$ cat src/rtl/harvard_pkg.sv
// ----------------------------------------------------------------------------
// harvard_pkg
//   Shared definitions for the Harvard accumulator machine controller:
//   field widths, opcode values, sequencer state encoding and a small
//   opcode-classification helper.
// ----------------------------------------------------------------------------
package harvard_pkg;

   localparam int HS_PC_W  = 8;   // program counter / instruction address width
   localparam int HS_DAT_W = 16;  // data, accumulator and data address width
   localparam int HS_OP_W  = 6;   // opcode field width, IR[21:16]

   localparam logic [5:0] OP_NOP = 6'h00;
   localparam logic [5:0] OP_LDA = 6'h01;
   localparam logic [5:0] OP_STA = 6'h02;
   localparam logic [5:0] OP_ADD = 6'h03;
   localparam logic [5:0] OP_SUB = 6'h04;
   localparam logic [5:0] OP_LDI = 6'h05;
   localparam logic [5:0] OP_JMP = 6'h06;
   localparam logic [5:0] OP_JZ  = 6'h07;
   localparam logic [5:0] OP_JC  = 6'h08;
   localparam logic [5:0] OP_HLT = 6'h3F;

   typedef enum logic [2:0] {
      ST_IDLE   = 3'd0,
      ST_FETCH  = 3'd1,
      ST_DECODE = 3'd2,
      ST_EXEC   = 3'd3,
      ST_HALT   = 3'd4
   } state_t;

   // True for every opcode the machine implements; anything else is illegal.
   function automatic logic is_defined_op(input logic [5:0] op);
      logic known;
      case (op)
         OP_NOP, OP_LDA, OP_STA, OP_ADD, OP_SUB,
         OP_LDI, OP_JMP, OP_JZ, OP_JC, OP_HLT: known = 1'b1;
         default:                              known = 1'b0;
      endcase
      return known;
   endfunction

endpackage

$ cat src/rtl/harvard_alu.sv
// ----------------------------------------------------------------------------
// harvard_alu
//   Combinational arithmetic unit of the sequencer.
//   a     : accumulator operand
//   b     : data operand (memory read data or immediate)
//   op    : opcode; ADD adds, SUB subtracts, anything else passes b through
//   y     : result
//   carry : ADD carry-out, SUB borrow (a < b unsigned), 0 otherwise
//   zero  : y == 0
// ----------------------------------------------------------------------------
module harvard_alu
   import harvard_pkg::*;
#(
   parameter int W = HS_DAT_W
)(
   input  logic [W-1:0]       a,
   input  logic [W-1:0]       b,
   input  logic [HS_OP_W-1:0] op,
   output logic [W-1:0]       y,
   output logic               carry,
   output logic               zero
);

   logic [W:0] wide_s;

   // One extra bit holds the carry of ADD and the borrow of SUB.
   always_comb begin
      wide_s = {1'b0, b};
      case (op)
         OP_ADD:  wide_s = {1'b0, a} + {1'b0, b};
         OP_SUB:  wide_s = {1'b0, a} - {1'b0, b};
         default: wide_s = {1'b0, b};
      endcase
   end

   assign y     = wide_s[W-1:0];
   assign carry = wide_s[W];
   assign zero  = (wide_s[W-1:0] == {W{1'b0}});

endmodule

$ cat src/rtl/harvard_sequencer.sv
// ----------------------------------------------------------------------------
// harvard_sequencer
//   Fetch/decode/execute controller of the Harvard accumulator machine.
//   Holds the PC, IR, FSM and flag registers; arithmetic is done by
//   harvard_alu. Every output is registered, so write pulses and flag
//   updates become visible in the cycle after EXEC and a reset taken
//   during EXEC never produces a pulse.
//   CLK     : clock, rising edge        RST_N   : async active-low reset
//   RUN     : start level (IDLE only)   I       : instruction word at PC
//   DR      : Data_MEM read data at DW  AR      : accumulator contents
//   EFF/CFF : stored zero/carry flags   PC      : instruction address
//   DW      : data address              DATA    : data write value
//   D_WE    : data write pulse          AW      : accumulator write value
//   A_WE    : accumulator write pulse   EFW/CFW : flags to Status_MEM
//   HALTED  : in HALT state             ILLEGAL : sticky undefined-opcode
// ----------------------------------------------------------------------------
module harvard_sequencer
   import harvard_pkg::*;
#(
   parameter int PC_W  = HS_PC_W,
   parameter int DAT_W = HS_DAT_W,
   parameter int OP_W  = HS_OP_W
)(
   input  logic                  CLK,
   input  logic                  RST_N,
   input  logic                  RUN,
   input  logic [OP_W+DAT_W-1:0] I,
   input  logic [DAT_W-1:0]      DR,
   input  logic [DAT_W-1:0]      AR,
   input  logic                  EFF,
   input  logic                  CFF,
   output logic [PC_W-1:0]       PC,
   output logic [DAT_W-1:0]      DW,
   output logic [DAT_W-1:0]      DATA,
   output logic                  D_WE,
   output logic [DAT_W-1:0]      AW,
   output logic                  A_WE,
   output logic                  EFW,
   output logic                  CFW,
   output logic                  HALTED,
   output logic                  ILLEGAL
);

   localparam int IR_W = OP_W + DAT_W;

   state_t            state_r;
   state_t            state_nxt_s;
   logic [IR_W-1:0]   ir_r;
   logic [OP_W-1:0]   opcode_s;
   logic [DAT_W-1:0]  operand_s;
   logic [DAT_W-1:0]  alu_b_s;
   logic [DAT_W-1:0]  alu_y_s;
   logic              alu_carry_s;
   logic              alu_zero_s;
   logic [PC_W-1:0]   pc_inc_s;
   logic [PC_W-1:0]   pc_tgt_s;
   logic [PC_W-1:0]   pc_nxt_s;
   logic [DAT_W-1:0]  aw_nxt_s;
   logic [DAT_W-1:0]  data_nxt_s;
   logic              a_we_nxt_s;
   logic              d_we_nxt_s;
   logic              efw_nxt_s;
   logic              cfw_nxt_s;
   logic              ill_nxt_s;

   assign opcode_s  = ir_r[IR_W-1:DAT_W];
   assign operand_s = ir_r[DAT_W-1:0];
   assign pc_inc_s  = PC + {{(PC_W-1){1'b0}}, 1'b1};   // wraps at 2^PC_W
   assign pc_tgt_s  = ir_r[PC_W-1:0];

   // State register.
   always_ff @(posedge CLK or negedge RST_N) begin
      if (!RST_N) begin
         state_r <= ST_IDLE;
      end else begin
         state_r <= state_nxt_s;
      end
   end

   // Next-state logic; RUN matters only in IDLE, HALT is left only by reset.
   always_comb begin
      state_nxt_s = state_r;
      case (state_r)
         ST_IDLE: begin
            if (RUN) begin
               state_nxt_s = ST_FETCH;
            end else begin
               state_nxt_s = ST_IDLE;
            end
         end
         ST_FETCH:  state_nxt_s = ST_DECODE;
         ST_DECODE: state_nxt_s = ST_EXEC;
         ST_EXEC: begin
            if (opcode_s == OP_HLT) begin
               state_nxt_s = ST_HALT;
            end else begin
               state_nxt_s = ST_FETCH;
            end
         end
         ST_HALT:   state_nxt_s = ST_HALT;
         default:   state_nxt_s = ST_IDLE;
      endcase
   end

   // ALU second operand: the immediate for LDI, memory data otherwise.
   always_comb begin
      alu_b_s = DR;
      if (opcode_s == OP_LDI) begin
         alu_b_s = operand_s;
      end else begin
         alu_b_s = DR;
      end
   end

   harvard_alu #(
      .W     (DAT_W)
   ) u_alu (
      .a     (AR),
      .b     (alu_b_s),
      .op    (opcode_s),
      .y     (alu_y_s),
      .carry (alu_carry_s),
      .zero  (alu_zero_s)
   );

   // Effects of the instruction in IR, committed at the end of EXEC.
   always_comb begin
      pc_nxt_s   = pc_inc_s;
      aw_nxt_s   = AW;
      a_we_nxt_s = 1'b0;
      data_nxt_s = DATA;
      d_we_nxt_s = 1'b0;
      efw_nxt_s  = EFW;
      cfw_nxt_s  = CFW;
      ill_nxt_s  = ILLEGAL | ~is_defined_op(opcode_s);
      case (opcode_s)
         OP_LDA, OP_LDI: begin
            aw_nxt_s   = alu_y_s;
            a_we_nxt_s = 1'b1;
            efw_nxt_s  = alu_zero_s;
         end
         OP_ADD, OP_SUB: begin
            aw_nxt_s   = alu_y_s;
            a_we_nxt_s = 1'b1;
            efw_nxt_s  = alu_zero_s;
            cfw_nxt_s  = alu_carry_s;
         end
         OP_STA: begin
            data_nxt_s = AR;
            d_we_nxt_s = 1'b1;
         end
         OP_JMP: pc_nxt_s = pc_tgt_s;
         OP_JZ: begin
            if (EFF) begin
               pc_nxt_s = pc_tgt_s;
            end else begin
               pc_nxt_s = pc_inc_s;
            end
         end
         OP_JC: begin
            if (CFF) begin
               pc_nxt_s = pc_tgt_s;
            end else begin
               pc_nxt_s = pc_inc_s;
            end
         end
         default: pc_nxt_s = pc_inc_s;   // NOP, HLT and undefined opcodes
      endcase
   end

   // Datapath and output registers; write pulses last exactly one cycle.
   always_ff @(posedge CLK or negedge RST_N) begin
      if (!RST_N) begin
         PC      <= {PC_W{1'b0}};
         ir_r    <= {IR_W{1'b0}};
         DW      <= {DAT_W{1'b0}};
         DATA    <= {DAT_W{1'b0}};
         D_WE    <= 1'b0;
         AW      <= {DAT_W{1'b0}};
         A_WE    <= 1'b0;
         EFW     <= 1'b0;
         CFW     <= 1'b0;
         HALTED  <= 1'b0;
         ILLEGAL <= 1'b0;
      end else begin
         A_WE   <= 1'b0;
         D_WE   <= 1'b0;
         HALTED <= (state_nxt_s == ST_HALT);
         case (state_r)
            ST_FETCH:  ir_r <= I;
            ST_DECODE: DW   <= operand_s;   // DR is valid during EXEC
            ST_EXEC: begin
               PC      <= pc_nxt_s;
               AW      <= aw_nxt_s;
               A_WE    <= a_we_nxt_s;
               DATA    <= data_nxt_s;
               D_WE    <= d_we_nxt_s;
               EFW     <= efw_nxt_s;
               CFW     <= cfw_nxt_s;
               ILLEGAL <= ill_nxt_s;
            end
            default: ir_r <= ir_r;
         endcase
      end
   end

endmodule

$ cat config.mk
export PLATFORM = sky130hd
export DESIGN_NAME = harvard_sequencer
export DESIGN_NICKNAME = d
export VERILOG_FILES = /design/src/rtl/harvard_pkg.sv /design/src/rtl/harvard_alu.sv /design/src/rtl/harvard_sequencer.sv
export SDC_FILE = /design/constraint.sdc
export NUM_CORES = 1
export LEC_CHECK = 0
export CORE_ASPECT_RATIO = 1.4
export CORE_UTILIZATION = 52
export CTS_BUF_LIST = sky130_fd_sc_hd__clkbuf_8
export DETAILED_ROUTE_END_ITERATION = 7
export GPL_TIMING_DRIVEN = 0
export PLACE_DENSITY = 0.85
export SYNTH_ARGS = -nofsm -noshare
export SYNTH_HDL_FRONTEND = slang
export SYNTH_HIERARCHICAL = 1
export SYNTH_SLANG_ARGS = --single-unit
$ cat constraint.sdc
create_clock -name CLK -period 5.7 [get_ports CLK]
set_input_delay 1.425 -clock CLK [delete_from_list [all_inputs] [get_ports CLK]]
set_output_delay 1.425 -clock CLK [all_outputs]
set_load 0.1 [all_outputs]
==> results.cfg <==
[sta]
relSlewSlack = 0.324
drv_slew = 0
whs_ns = 0.509
finalCritPeriodShare = 0.922
fin_setup_tns_ns = 0
setup_ws_ns = 0.443
skew_ns = 0.0130
hold_viol_final = 0
tightest_slew_ns = 1.01
grt_setup_unrepaired = false
fmax_mhz = 190
finalSetupViolCount = 0
min_period_ns = 5.26

[clock_tree]
post_cts_buffers = 0
cts_tree = yes
worstSkewPairLatency_ns = 0.36
ctsResizeCount = 0
cts_sinks = 87
cts_hold_buf = 0
cts_buffer_depth = 2
clk_pin_slew_ns = 0.09
htreeDepth = 3
clockRootBuffer = clkbuf_8
cts_buffers = 9

[layout]
final_common_cell = clkdlybuf4s50_1
final_nets = 689
diodes = 0
layout-drive-gt1-share = 0.232
fill_cells = 746
area_growth_pct = 29.6
layout_common_cells = clkdlybuf4s50_1 (119), dfrtp_1 (87), mux2_2 (80)
fin_area_um2 = 6890

[critical_path]
cp.required_ns = 5.95
cp-end-kind = register
path_class = input pin to register
path_max_fanout = 6
arrival_ns = 5.51
start_kind = input pin

[floorplan]
core_region_area_um2 = 9900
rows = 43
io_pins = 121
die_h_um = 122
dieArea_um2 = 10600
start_util = 0.537
die_w_um = 87.5

[synth]
yosys_warnings = 6
syn_inst = 479
async_reset_ff_frac = 1.00
synth_area_per_cell_um2 = 11.1
synth_flop_cell = dfrtp_1
synth-seq-area-share = 0.409
netlist-cell-type-count = 64
synth_edf_count = 0
ys_seq_elements = 87
syn_nets = 557
syn_area_um2 = 5320

[routing]
firstDrtPassIters = 5
drt_iter0_drc = 168
viasPerCell = 5.74
antenna_left = 0
wl_per_cell_um = 18.0
drc_errors = 0
vias = 4308
finalWirelength_um = 13500

[global_routing]
antenna_found_initial = 0
grt_max_degree = 64
gr-total-overflow = 0
grt_use_total = 0.265
grt_pass1_vias = 4385
grt_pass1_wl_um = 21400

[placement]
hpwl_um = 10600
place_ws_ns = 0.126
dpl-instance-area_um2 = 6710
io_buffers = 120
globalplace.congestion = 0.897

[run_status]
status = completed

[hold_path]
hold_path_class = register to register

[job]
cap_violations = 0
## final cells by class
cell class	instances	area [um2]	share of cell area
multi-input cells	364	2980	0.432
flip-flops and latches	87	2180	0.316
repair buffers	121	1230	0.178
well taps	135	169	0.0245
clock buffers	10	138	0.0200
plain buffers	18	126	0.0183
clock inverters	6	43.8	0.00635
inverters	10	37.5	0.00544
## flip-flops by register name, indices dropped and copies added (netlist names)
| name | count |
|---|---|
| HALTED | 1 |
| DATA | 16 |
| DW | 16 |
| ir_r | 22 |
| EFW | 1 |
| ILLEGAL | 1 |
| A_WE | 1 |
| state_r | 3 |
| CFW | 1 |
| AW | 16 |
| PC | 8 |
| D_WE | 1 |
## cell families after synthesis
family                     share of synthesized area
and+or+nand+nor                                0.152
AOI/OAI and AO/OA                              0.127
muxes                                          0.195
DFF                                            0.409
buffers and inverters                         0.0308
xor gates and xnor gates                      0.0395
adders and majority gates                     0.0461
## synth_stat cells (all sizes together) (10+ instances only)
| library cell | count | area share |
|---|---|---|
| o211ai | 12 | 0.017 |
| dfrtp | 87 | 0.41 |
| ha | 18 | 0.042 |
| inv | 10 | 0.0071 |
| nor2 | 21 | 0.015 |
| o21ai | 24 | 0.025 |
| nor3 | 12 | 0.016 |
| nand2 | 43 | 0.030 |
| mux2 | 89 | 0.19 |
| buf | 15 | 0.022 |
| xor2 | 17 | 0.028 |
| a21oi | 18 | 0.018 |
## layer usage
| layer | vias up | GRT usage | routed length [um] |
|---|---|---|---|
| li1 | 2039 | - | - |
| met1 | 2087 | 0.314 | 5250 |
| met2 | 145 | 0.458 | 7130 |
| met3 | 37 | 0.0393 | 559 |
| met4 | 0 | 0.142 | 575 |
| met5 | - | 0 | 0 |
## through the flow
step / utilization / cells
after global placement: 0.676 / 734
after CTS: 0.696 / 751
after floorplan: - / 479
after global routing: 0.696 / 751
final: 0.696 / 751
after detailed placement: 0.678 / 735
## worst max-delay path, cell delays in order
cell,delay (ns)
clkdlybuf4s50_1,0.42
mux2_2,0.33
nor3_1,0.54
nand2_1,0.17
o41ai_1,0.34
xor2_1,0.16
ha_1,0.41
and2_1,0.22
and3_1,0.21
o311ai_1,0.13
a21oi_1,0.25
nor3_1,0.09
o31ai_2,0.28
nor4bb_1,0.09
and4bb_1,0.20
mux2_2,0.25
## worst paths after layout
check                                      from                   end  slack [ns]  cells past startpoint
setup / recovery                          DR[2]       EFW$_DFFE_PN0P_        0.44                     16
max in group asynchronous                 RST_N  ir_r[16]$_DFFE_PN0P_        4.11                      2
setup reg to reg           ir_r[19]$_DFFE_PN0P_       EFW$_DFFE_PN0P_        0.63                     18
hold / removal              ILLEGAL$_DFFE_PN0P_   ILLEGAL$_DFFE_PN0P_        0.51                      1
hold reg to reg             ILLEGAL$_DFFE_PN0P_   ILLEGAL$_DFFE_PN0P_        0.51                      1
min in group asynchronous                 RST_N        A_WE$_DFF_PN0_        0.96                      1
Power is left out: the tool's default activity adds up to more than one toggle a clock period on the data nets, which glitch-free logic cannot reach.
